**config.mk**
```make
export PLATFORM = sky130hd
export DESIGN_NAME = imm_enc
export DESIGN_NICKNAME = d
export VERILOG_FILES = /design/src/rtl/imm_enc.sv
export SDC_FILE = /design/constraint.sdc
export NUM_CORES = 1
export LEC_CHECK = 0
export CAP_MARGIN = 25
export CORE_UTILIZATION = 54
export DETAILED_ROUTE_END_ITERATION = 7
export GPL_ROUTABILITY_DRIVEN = 1
export HOLD_SLACK_MARGIN = 0.1
export PLACE_DENSITY = 0.94
export SLEW_MARGIN = 20
export SYNTH_ARGS = -nofsm -noshare
export SYNTH_HDL_FRONTEND = slang
export SYNTH_SLANG_ARGS = --single-unit
```
**constraint.sdc**
```tcl
create_clock -name CLK -period 5.03 [get_ports CLK]
set_input_delay 1.006 -clock CLK [delete_from_list [all_inputs] [get_ports CLK]]
set_output_delay 1.006 -clock CLK [all_outputs]
set_load 0.02 [all_outputs]
```
**src/rtl/imm_enc.sv**
```systemverilog
// imm_enc: RV32I instruction assembler. Packs opcode, register/funct fields and a
// 32-bit immediate into an instruction word through a two-stage valid/ready pipe.
module imm_enc #(
  parameter int unsigned CNTW = 16
) (
  input  logic            CLK,
  input  logic            RES,
  input  logic            IVALID,
  output logic            IREADY,
  input  logic [6:0]      OPCODE,
  input  logic [4:0]      RD,
  input  logic [4:0]      RS1,
  input  logic [4:0]      RS2,
  input  logic [2:0]      FUNCT3,
  input  logic [6:0]      FUNCT7,
  input  logic [31:0]     IMM,
  output logic            OVALID,
  input  logic            OREADY,
  output logic [31:0]     ODATA,
  output logic            OERR,
  output logic [CNTW-1:0] ENCCNT,
  output logic [CNTW-1:0] ERRCNT
);

  typedef enum logic [2:0] {
    FMT_R,
    FMT_I,
    FMT_S,
    FMT_B,
    FMT_U,
    FMT_J
  } fmt_t;

  logic        s1_valid;
  logic [6:0]  s1_op;
  logic [4:0]  s1_rd;
  logic [4:0]  s1_rs1;
  logic [4:0]  s1_rs2;
  logic [2:0]  s1_f3;
  logic [6:0]  s1_f7;
  logic [31:0] s1_imm;

  fmt_t        fmt;
  logic [31:0] enc_word;
  logic        enc_err;
  logic        i_ok;
  logic        b_ok;
  logic        j_ok;
  logic        u_ok;

  logic        s2_ready;
  logic        s1_adv;
  logic        in_fire;
  logic        out_fire;

  // Handshake: each stage loads when empty or when its contents leave this cycle.
  assign s2_ready = !OVALID || OREADY;
  assign s1_adv   = s1_valid && s2_ready;
  assign IREADY   = !s1_valid || s1_adv;
  assign in_fire  = IVALID && IREADY;
  assign out_fire = OVALID && OREADY;

  always_comb begin
    fmt = FMT_R;
    unique case (s1_op)
      7'b0100011:             fmt = FMT_S;
      7'b1100011:             fmt = FMT_B;
      7'b1101111:             fmt = FMT_J;
      7'b0110111, 7'b0010111: fmt = FMT_U;
      7'b0000011, 7'b0010011,
      7'b1100111:             fmt = FMT_I;
      default:                fmt = FMT_R;
    endcase
  end

  // An immediate fits when every bit above the field's sign bit copies it.
  assign i_ok = (&s1_imm[31:11]) || !(|s1_imm[31:11]);
  assign b_ok = ((&s1_imm[31:12]) || !(|s1_imm[31:12])) && !s1_imm[0];
  assign j_ok = ((&s1_imm[31:20]) || !(|s1_imm[31:20])) && !s1_imm[0];
  assign u_ok = !(|s1_imm[11:0]);

  always_comb begin
    enc_word = '0;
    enc_err  = 1'b0;
    unique case (fmt)
      FMT_S: begin
        enc_word = {s1_imm[11:5], s1_rs2, s1_rs1, s1_f3, s1_imm[4:0], s1_op};
        enc_err  = !i_ok;
      end
      FMT_B: begin
        enc_word = {s1_imm[12], s1_imm[10:5], s1_rs2, s1_rs1, s1_f3,
                    s1_imm[4:1], s1_imm[11], s1_op};
        enc_err  = !b_ok;
      end
      FMT_J: begin
        enc_word = {s1_imm[20], s1_imm[10:1], s1_imm[11], s1_imm[19:12], s1_rd, s1_op};
        enc_err  = !j_ok;
      end
      FMT_U: begin
        enc_word = {s1_imm[31:12], s1_rd, s1_op};
        enc_err  = !u_ok;
      end
      FMT_I: begin
        enc_word = {s1_imm[11:0], s1_rs1, s1_f3, s1_rd, s1_op};
        enc_err  = !i_ok;
      end
      default: begin
        enc_word = {s1_f7, s1_rs2, s1_rs1, s1_f3, s1_rd, s1_op};
        enc_err  = 1'b0;
      end
    endcase
  end

  always_ff @(posedge CLK or negedge RES) begin
    if (!RES) begin
      s1_valid <= 1'b0;
      s1_op    <= '0;
      s1_rd    <= '0;
      s1_rs1   <= '0;
      s1_rs2   <= '0;
      s1_f3    <= '0;
      s1_f7    <= '0;
      s1_imm   <= '0;
    end else begin
      if (IREADY) begin
        s1_valid <= IVALID;
      end
      if (in_fire) begin
        s1_op  <= OPCODE;
        s1_rd  <= RD;
        s1_rs1 <= RS1;
        s1_rs2 <= RS2;
        s1_f3  <= FUNCT3;
        s1_f7  <= FUNCT7;
        s1_imm <= IMM;
      end
    end
  end

  always_ff @(posedge CLK or negedge RES) begin
    if (!RES) begin
      OVALID <= 1'b0;
      ODATA  <= '0;
      OERR   <= 1'b0;
    end else if (s2_ready) begin
      OVALID <= s1_valid;
      if (s1_valid) begin
        ODATA <= enc_word;
        OERR  <= enc_err;
      end
    end
  end

  always_ff @(posedge CLK or negedge RES) begin
    if (!RES) begin
      ENCCNT <= '0;
      ERRCNT <= '0;
    end else if (out_fire) begin
      ENCCNT <= ENCCNT + CNTW'(1);
      if (OERR && !(&ERRCNT)) begin
        ERRCNT <= ERRCNT + CNTW'(1);
      end
    end
  end

endmodule

```
Yosys cells after proc, flatten, opt, wreduce, memory -nomap -nowiden
Cells that the tools add are included.

storage, ports and cells
  flip-flop bits (word level) = 131
  output and inout bits = 67
  word-level logic and storage cells = 65

operators by class
  add/sub/neg operators = 2
  eq/ne operators = 13
  multiplexer cells = 3
  reductions and logical operators = 34

operator list
  operator               count
  $pmux 32 s5            1
  $add 16x1->16 const B  2
  $reduce_or 12->1       2
  $eq 7x7->1 const B     3
  $reduce_and 21->1      1
  $reduce_or 21->1       1
  $reduce_and 20->1      1
  $reduce_or 20->1       1
  $reduce_and 16->1      1
  $pmux 3 s5             1
  $eq 7x5->1 const B     2
  $eq 7x6->1 const B     2
  $reduce_and 12->1      1
  $logic_not 1->1        10
  $eq 7x2->1 const B     1
  $eq 3x2->1 const B     2
  $eq 3x3->1 const B     2
  $logic_and 1x1->1      6
  $logic_or 1x1->1       5
  $pmux 1 s4             1
  $reduce_and 2->1       2
  $reduce_or 2->1        2
  $eq 3x1->1 const B     1
  $reduce_or 3->1        1

Depth between registers and ports, before layout
Gate-level depths: netlist of the first run.

  depth in word-level cells = 6
  depth in mapped cells = 7
  mapped depth without buffers = 6

Least setup slack after synthesis of the first run
OpenSTA, ideal clock, no wires.

  kind = input to register
  from = input OREADY
  to = register s1_f3[0]
  library setup time = 0.125 ns
  arrival time = 2.182 ns
  setup slack = 2.723 ns
  cell stages on the path = 4
  buffers on the path = 1
  cells stage by stage = nand3b_1 nand2_1 buf_2 mux2_2

on the way
  cells in the longest elaborated chain, start to end = 4

ends and longest elaborated chain
  element               RTL line  RTL
  start, declared       18        input logic OREADY,
  $logic_or 1x1->1      57        assign s2_ready = !OVALID || OREADY;
  $logic_and 1x1->1     58        assign s1_adv = s1_valid && s2_ready;
  $logic_or 1x1->1      59        assign IREADY = !s1_valid || s1_adv;
  $logic_and 1x1->1     60        assign in_fire = IVALID && IREADY;
  end signal, assigned  121       s1_f3 <= '0;
  end signal, assigned  133       s1_f3 <= FUNCT3;
  end, declared         39        logic [2:0] s1_f3;

No other way between the ends.
A chain may end at the register's enable or synchronous reset.

Worst setup path after layout of the first run
  from = input OREADY
  to = output IREADY

on the way
  cells in the longest elaborated chain, start to end = 3

ends and longest elaborated chain
  element            RTL line  RTL
  $logic_or 1x1->1   57
  $logic_and 1x1->1  58
  $logic_or 1x1->1   59
  end, declared      9         output logic IREADY,

No other way between the ends.

==> results of run 1 <==
## flip-flops by register name, summed over array words and instances (netlist names), 3 cells and up
name	cells
s1_f3	3
ODATA	32
s1_op	7
s1_rd	5
ENCCNT	16
ERRCNT	16
s1_rs2	5
s1_imm	32
s1_f7	7
s1_rs1	5
## cell type report
class | count | area share, %
multi-input combinational | 315 | 30.1
clock buffer | 18 | 5.52
clock inverter | 14 | 2.39
tap | 136 | 2.19
sequential | 131 | 42.3
timing repair buffer | 137 | 17.6
## path summary, 6_finish.rpt
kind | startpoint | to | slack, ns
min | ENCCNT[15]$_DFFE_PN0P_ | ENCCNT[15]$_DFFE_PN0P_ | 0.48
max | OREADY | IREADY | 1.62
min reg2reg | ENCCNT[15]$_DFFE_PN0P_ | ENCCNT[15]$_DFFE_PN0P_ | 0.48
max reg2reg | OVALID$_DFFE_PN0P_ | s1_imm[21]$_DFFE_PN0P_ | 2.81
min in group asynchronous | RES | ERRCNT[4]$_DFFE_PN0P_ | 0.56
max in group asynchronous | RES | ENCCNT[14]$_DFFE_PN0P_ | 3.50
## routing by layer
layer / up-vias / global-route usage, %
li1: 1950 / -
met1: 2221 / 34.3
met2: 215 / 45.7
met3: 41 / 6.24
met4: 0 / 11.0
met5: - / 0
## cells by family (layout without fill, tap and decap cells)
group	after synthesis	after routing
compound gates	57	57
xor+xnor	30	30
fa+ha+maj	2	2
buf+inv	18	169
flops	131	131
mux	80	80
simple gates	146	146
## report_power, final
group	internal [mW]	total, mW	switching [mW]	leakage [nW]
combinational	0.353	0.682	0.329	1.39
clock	0.815	1.28	0.465	0.297
sequential	1.22	1.39	0.167	1.61
total	2.39	3.35	0.961	3.29
## placed cells by master, fill, tap and decap left out, types with 7 or more instances in the layout
| cell | n |
|---|---|
| clkdlybuf4s50_1 | 133 |
| mux2_2 | 67 |
| clkbuf_16 | 16 |
| xor2_1 | 8 |
| a222oi_1 | 7 |
| mux2i_1 | 13 |
| nand2_1 | 60 |
| nand3_1 | 19 |
| nor2_1 | 15 |
| o21ai_1 | 10 |
| dfrtp_1 | 131 |
| o21ai_0 | 14 |
| nand4_1 | 12 |
| and3_1 | 8 |
| xnor2_1 | 22 |
## cell usage after synthesis, types with 3 or more instances
cell type,n
mux2i_1,13
nor2_1,15
and3_1,8
xnor2_1,22
xor2_1,8
nand4_1,12
nand3_1,19
buf_2,8
o21ai_1,10
nand2b_1,3
buf_4,3
a221oi_1,5
nand2_1,62
a222oi_1,7
a21oi_1,6
nor4_1,6
dfrtp_1,131
clkbuf_1,7
mux2_2,67
o21ai_0,14
and4_1,3
## worst register-to-register path, cell delays in order (launching register included)
cell	delay, ns
dfrtp_1	0.46
nand3b_1	0.17
nand2_2	0.52
buf_4	0.55
mux2_2	0.42
## through the flow
stage	utilization, %	power [mW]	worst slack, ns	instance area, µm²	std cells
final	75.5	3.35	1.62	7760	751
after CTS	75.5	3.36	1.62	7760	751
after detailed placement	69.5	2.07	1.63	7140	719
after floorplan	-	1.72	2.72	5700	464
after global routing	75.5	3.47	1.58	7760	751
after global placement	69.5	2.03	1.64	7140	719
==> results by group, run 1 <==
Run status
  • Status: finished clean

Power and ir drop
  • PD cells: 432 mW/mm²
  • Leakage power: 3.29 nW
  • Maximum vdd drop: 0.000233 V

Setup path
  • Crit path buf inv count: 2
  • Cell mode on critical path: clkdlybuf4s50_1
  • CP peak stage delay: 0.63 ns
  • Nature of the critical path startpoint: input pin
  • R2r worst-path depth: 4
  • Worst Path Arrival: 2.41 ns
  • WP data required: 4.02 ns
  • Crit path max-delay family: buffers and inverters
  • Slowest stage cell, crit path: clkdlybuf4s50_1
  • WS Path Type: input pin to primary output
  • CP max FO: 7
  • CP Cell Sequence: clkdlybuf4s50_1, nand3b_1, clkdlybuf4s50_1
  • Critical Path End Type: primary output
  • Levels on crit path: 3

Final layout
  • Layout cells sized above 1: 18.4%
  • Sequential Area: 0.00328 mm²
  • ANT cells: 0
  • Layout area overhead: 36.2%
  • Area taken by multi-input logic gates: 0.00233 mm²
  • Net count, final: 672
  • # fillers: 646

STA
  • Final period utilization: 67.8%
  • Max-slew violations: 0
  • Fin Hold WS: 0.478 ns
  • Max Clk Rate: 293 MHz
  • Slew HR: 34.0%
  • RSZ-0062 raised after global routing: no
  • Fin crit period: 3.41 ns
  • Setup tns final: 0 ns
  • Clock Skew: 0.00914 ns
  • Slew @ Worst Pin: 0.987 ns
  • Final setup fails: 0
  • Fin. Hold Viols: 0

Clock tree
  • Worst-Skew Late Latency: 0.53 ns
  • # hold bufs at CTS: 0
  • CTS Buffer Depth: 2
  • H-tree depth: 4
  • Post-CTS Setup Inserts: 0
  • CTS sink cnt: 131
  • Cts bufs inserted: 17
  • CTS Root Cell: clkbuf_8
  • TritonCTS clock tree: yes
  • Post-CTS sizing: 0
  • Worst-path clk slew: 0.06 ns

Synth
  • Part of the Yosys area used for sequential elements: 57.6%
  • Post-Synth Adder-Cell Area: 0.439%
  • Post-synth net total: 534
  • Syn Area/Cell: 12.3 µm²
  • Xor and xnor area share after synthesis: 4.61%
  • Largest family of logic cells by synthesized area: multiplexers
  • Yosys top cell area share: 57.6%
  • Synth Area in Simple Gates: 13.3%
  • Mux cell area share after synthesis: 15.5%
  • YS warnings: 0
  • Mapped Cells: 464
  • Compound-Gate Fraction of Synth Area: 6.99%
  • Post-synth EDFFs: 0
  • Synthesis-stage register bit count: 131
  • Synth Flop Type: dfrtp_1
  • Mapped cell area: 0.00570 mm²
  • Synth area leaders: dfrtp_1 58%, mux2_2 13%, nand2_1 4.1%
  • Cell taking the most area after synthesis: dfrtp_1
  • Library cells used by synthesis: 48
  • Async set-or-reset flop fraction in the synthesized netlist: 100%

Worst hold path
  • Worst hold path cell count: 1
  • Tightest Hold Check Type: flip-flop to flip-flop

Placed design
  • Buffers added on ports: 134
  • Placer Congestion: 0.867
  • Detail Placement HPWL: 9520 µm

Global routing
  • Vias in the first global route: 4509
  • Initial antenna violation count: 0
  • First-pass GRT wire length: 22900 µm
  • Total grt overflow: 0
  • Largest net degree at the start of global routing: 64
  • GR Util All Layers: 27.3%

Floorplanning
  • Chip Width: 105 µm
  • DIE AREA: 0.0110 mm²
  • Chip Height: 105 µm
  • Cell Rows: 37
  • Initial cell density of the core: 55.4%
  • Core area: 0.0103 mm²
  • Top-level I/O count: 135

Routing
  • Met2 wire len: 7070 µm
  • Via count: 4427
  • First DRT Iteration DRCs: 344
  • Met3 routed WL: 858 µm
  • Drt via density: 5.89
  • Uppermost layer routed: met4
  • Remaining DRCs: 0
  • Post-route antenna net violation count: 0
  • Router iterations before antenna repair: 5
  • Total routed wirelength: 14100 µm
  • WL/cell: 18.8 µm
  • Routed met1 length: 5810 µm

Flow run
  • Max-cap violations: 0
Power figures use the tool's default switching activity.
==> run 2, diff against run 1 <==
- CORE_UTILIZATION: 54 -> 45
- PLACE_DENSITY: 0.94 -> 0.84
- clock period: 5.03 -> 2.8 ns (I/O delays scaled with it)
==> results by group, run 2 (synthesis gave the netlist of run 1 again) <==
Clock tree
  • Post-CTS sizing: 0 (unchanged)
  • Worst-Skew Late Latency: 0.42 ns (was 0.53 ns)
  • Cts bufs inserted: 17 (unchanged)
  • CTS Buffer Depth: 2 (unchanged)
  • CTS sink cnt: 131 (unchanged)
  • Worst-path clk slew: 0.05 ns (was 0.06 ns)
  • H-tree depth: 4 (unchanged)
  • CTS Root Cell: clkbuf_16 (was clkbuf_8)
  • TritonCTS clock tree: yes (unchanged)

Power and ir drop
  • Tot Pwr: 6.32 mW (was 3.35 mW)
  • Leakage power: 3.35 nW (was 3.29 nW)
  • PD cells: 795 mW/mm² (was 432 mW/mm²)
  • Maximum vdd drop: 0.000445 V (was 0.000233 V)

Final layout
  • Layout cells sized above 1: 18.7% (was 18.4%)
  • Net count, final: 676 (was 672)
  • # fillers: 905 (was 646)
  • Area taken by multi-input logic gates: 0.00233 mm² (unchanged)
  • Most frequent cells in the layout: 133 x clkdlybuf4s50_1, 131 x dfrtp_1, 67 x mux2_2, 60 x nand2_1, 22 x xnor2_1 (unchanged)
  • Sequential Area: 0.00328 mm² (unchanged)
  • ANT cells: 0 (unchanged)
  • Layout area overhead: 39.5% (was 36.2%)
  • Top flop regs: ODATA x32, s1_imm x32 (unchanged)
  • Commonest non-fill, non-tap cell in the layout: clkdlybuf4s50_1 (unchanged)

STA
  • Final period utilization: 90.0%
  • Setup tns final: 0 ns (unchanged)
  • Max Clk Rate: 397 MHz
  • Fin crit period: 2.52 ns
  • Max-slew violations: 0 (unchanged)
  • Slew HR: 51.9% (was 34.0%)
  • Fin. Hold Viols: 0 (unchanged)
  • Clock Skew: 0.00721 ns (was 0.00914 ns)
  • RSZ-0062 raised after global routing: no (unchanged)
  • Slew @ Worst Pin: 0.721 ns (was 0.987 ns)
  • Final setup fails: 0 (unchanged)

Routing
  • Total routed wirelength: 13300 µm (was 14100 µm)
  • Via count: 4222 (was 4427)
  • WL/cell: 16.9 µm (was 18.8 µm)
  • Post-route antenna net violation count: 0 (unchanged)
  • Drt via density: 5.36 (was 5.89)
  • First DRT Iteration DRCs: 473 (was 344)
  • Remaining DRCs: 0 (unchanged)
  • Router iterations before antenna repair: 5 (unchanged)

Worst hold path
  • Worst hold path cell count: 1 (unchanged)
  • Hold path start: ENCCNT[15]$_DFFE_PN0P_ (unchanged)
  • Tightest Hold Check Type: flip-flop to flip-flop (unchanged)
  • Hold path endpoint: ENCCNT[15]$_DFFE_PN0P_ (unchanged)

Setup path
  • Levels on crit path: 3 (unchanged)
  • WS Path Type: input pin to primary output (unchanged)
  • Critical Path End Type: primary output (unchanged)
  • CP Cell Sequence: clkdlybuf4s50_1, nand3b_1, clkdlybuf4s50_1 (unchanged)
  • Worst r2r src: s1_op[6]$_DFFE_PN0P_ (was OVALID$_DFFE_PN0P_)
  • Crit path max-delay family: buffers and inverters (unchanged)
  • RR Endpoint: ODATA[19]$_DFFE_PN0P_ (was s1_imm[21]$_DFFE_PN0P_)
  • CP peak stage delay: 0.63 ns (about the same)
  • Worst Path Arrival: 1.96 ns (was 2.41 ns)
  • Internal reg-to-reg setup slack: 0.76 ns (was 2.81 ns)
  • Crit path buf inv count: 2 (unchanged)
  • CP max FO: 7 (unchanged)
  • Slowest stage cell, crit path: clkdlybuf4s50_1 (unchanged)
  • WP data required: 2.24 ns (was 4.02 ns)
  • R2r worst-path depth: 5 (was 4)
  • Cell mode on critical path: clkdlybuf4s50_1 (unchanged)
  • Nature of the critical path startpoint: input pin (unchanged)

Global routing
  • Total grt overflow: 0 (unchanged)
  • Initial antenna violation count: 0 (unchanged)
  • First-pass GRT wire length: 21200 µm (was 22900 µm)
  • Largest net degree at the start of global routing: 65 (was 64)
  • Vias in the first global route: 4346 (was 4509)
  • GR Util All Layers: 21.5% (was 27.3%)

Run status
  • Status: finished clean (unchanged)

Floorplanning
  • Top-level I/O count: 135 (unchanged)
  • Initial cell density of the core: 46.8% (was 55.4%)
  • Cell Rows: 40 (was 37)
  • DIE AREA: 0.0131 mm² (was 0.0110 mm²)
  • Chip Height: 115 µm (was 105 µm)
  • Core area: 0.0122 mm² (was 0.0103 mm²)
  • Chip Width: 115 µm (was 105 µm)

Placed design
  • Buffers added on ports: 134 (unchanged)
  • Placer Congestion: 0.856 (was 0.867)
  • Detail Placement HPWL: 9530 µm (was 9520 µm)

Flow run
  • Max-cap violations: 0 (unchanged)
==> run 2: worst max-delay path by stage <==
stage / slack [ns] / from / to
after detailed placement: 0.30 / OREADY / IREADY
after global routing: 0.24 / OREADY / IREADY
after floorplan: 0.94 / OREADY / s1_f3[0]$_DFFE_PN0P_
final: 0.28 / OREADY / IREADY
after global placement: 0.32 / OREADY / IREADY
after CTS: 0.29 / OREADY / IREADY
==> run 2: metal layers <==
metal | global-route usage [%] | part of all wire [%] | vias up
met1 | 26.4 | 43 | 2062
met5 | 0 | 0 | -
met4 | 11.8 | 2.9 | 0
li1 | - | - | 1962
met2 | 34.3 | 48 | 161
met3 | 6.03 | 6.2 | 37
==> run 2: final cells by class <==
cell class,count,area share (%)
flip-flops and latches,131,41.2
multi-input cells,315,29.4
repair buffers,141,17.9
clock buffers,19,5.70
clock inverters,13,3.20
well taps,168,2.64
==> run 2: metrics by stage <==
stage / cells / hold slack, ns / worst slack (ns) / utilization [%] / area [µm²]
after floorplan: 464 / 0.264 / 0.939 / - / 5700
after global placement: 754 / 0.459 / 0.324 / 59.5 / 7230
after detailed placement: 754 / 0.463 / 0.305 / 59.5 / 7230
after CTS: 787 / 0.478 / 0.290 / 65.3 / 7950
after global routing: 787 / 0.501 / 0.242 / 65.3 / 7950
final: 787 / 0.468 / 0.281 / 65.3 / 7950
==> run 2: timing repair <==
action,4_1_cts,5_1_grt
endpoints found under the hold margin,24,0
hold buffers,1,0
buffers inserted,0,0
endpoints found under the setup margin,0,0
==> run 2: worst register-to-register path, delay by kind of cell, from the launching register on <==
family | cells | cell delay (ns)
AO/OA/AOI/OAI | 1 | 0.10
flip-flops | 1 | 0.51
multiplexers | 1 | 0.20
AND/OR/NAND/NOR | 3 | 1.10
==> run 2: power breakdown <==
group	switching (mW)	total, mW	internal (mW)	leakage (nW)
sequential	0.289	2.48	2.20	1.61
clock	0.815	2.62	1.80	0.331
combinational	0.574	1.22	0.642	1.42
total	1.68	6.32	4.64	3.35
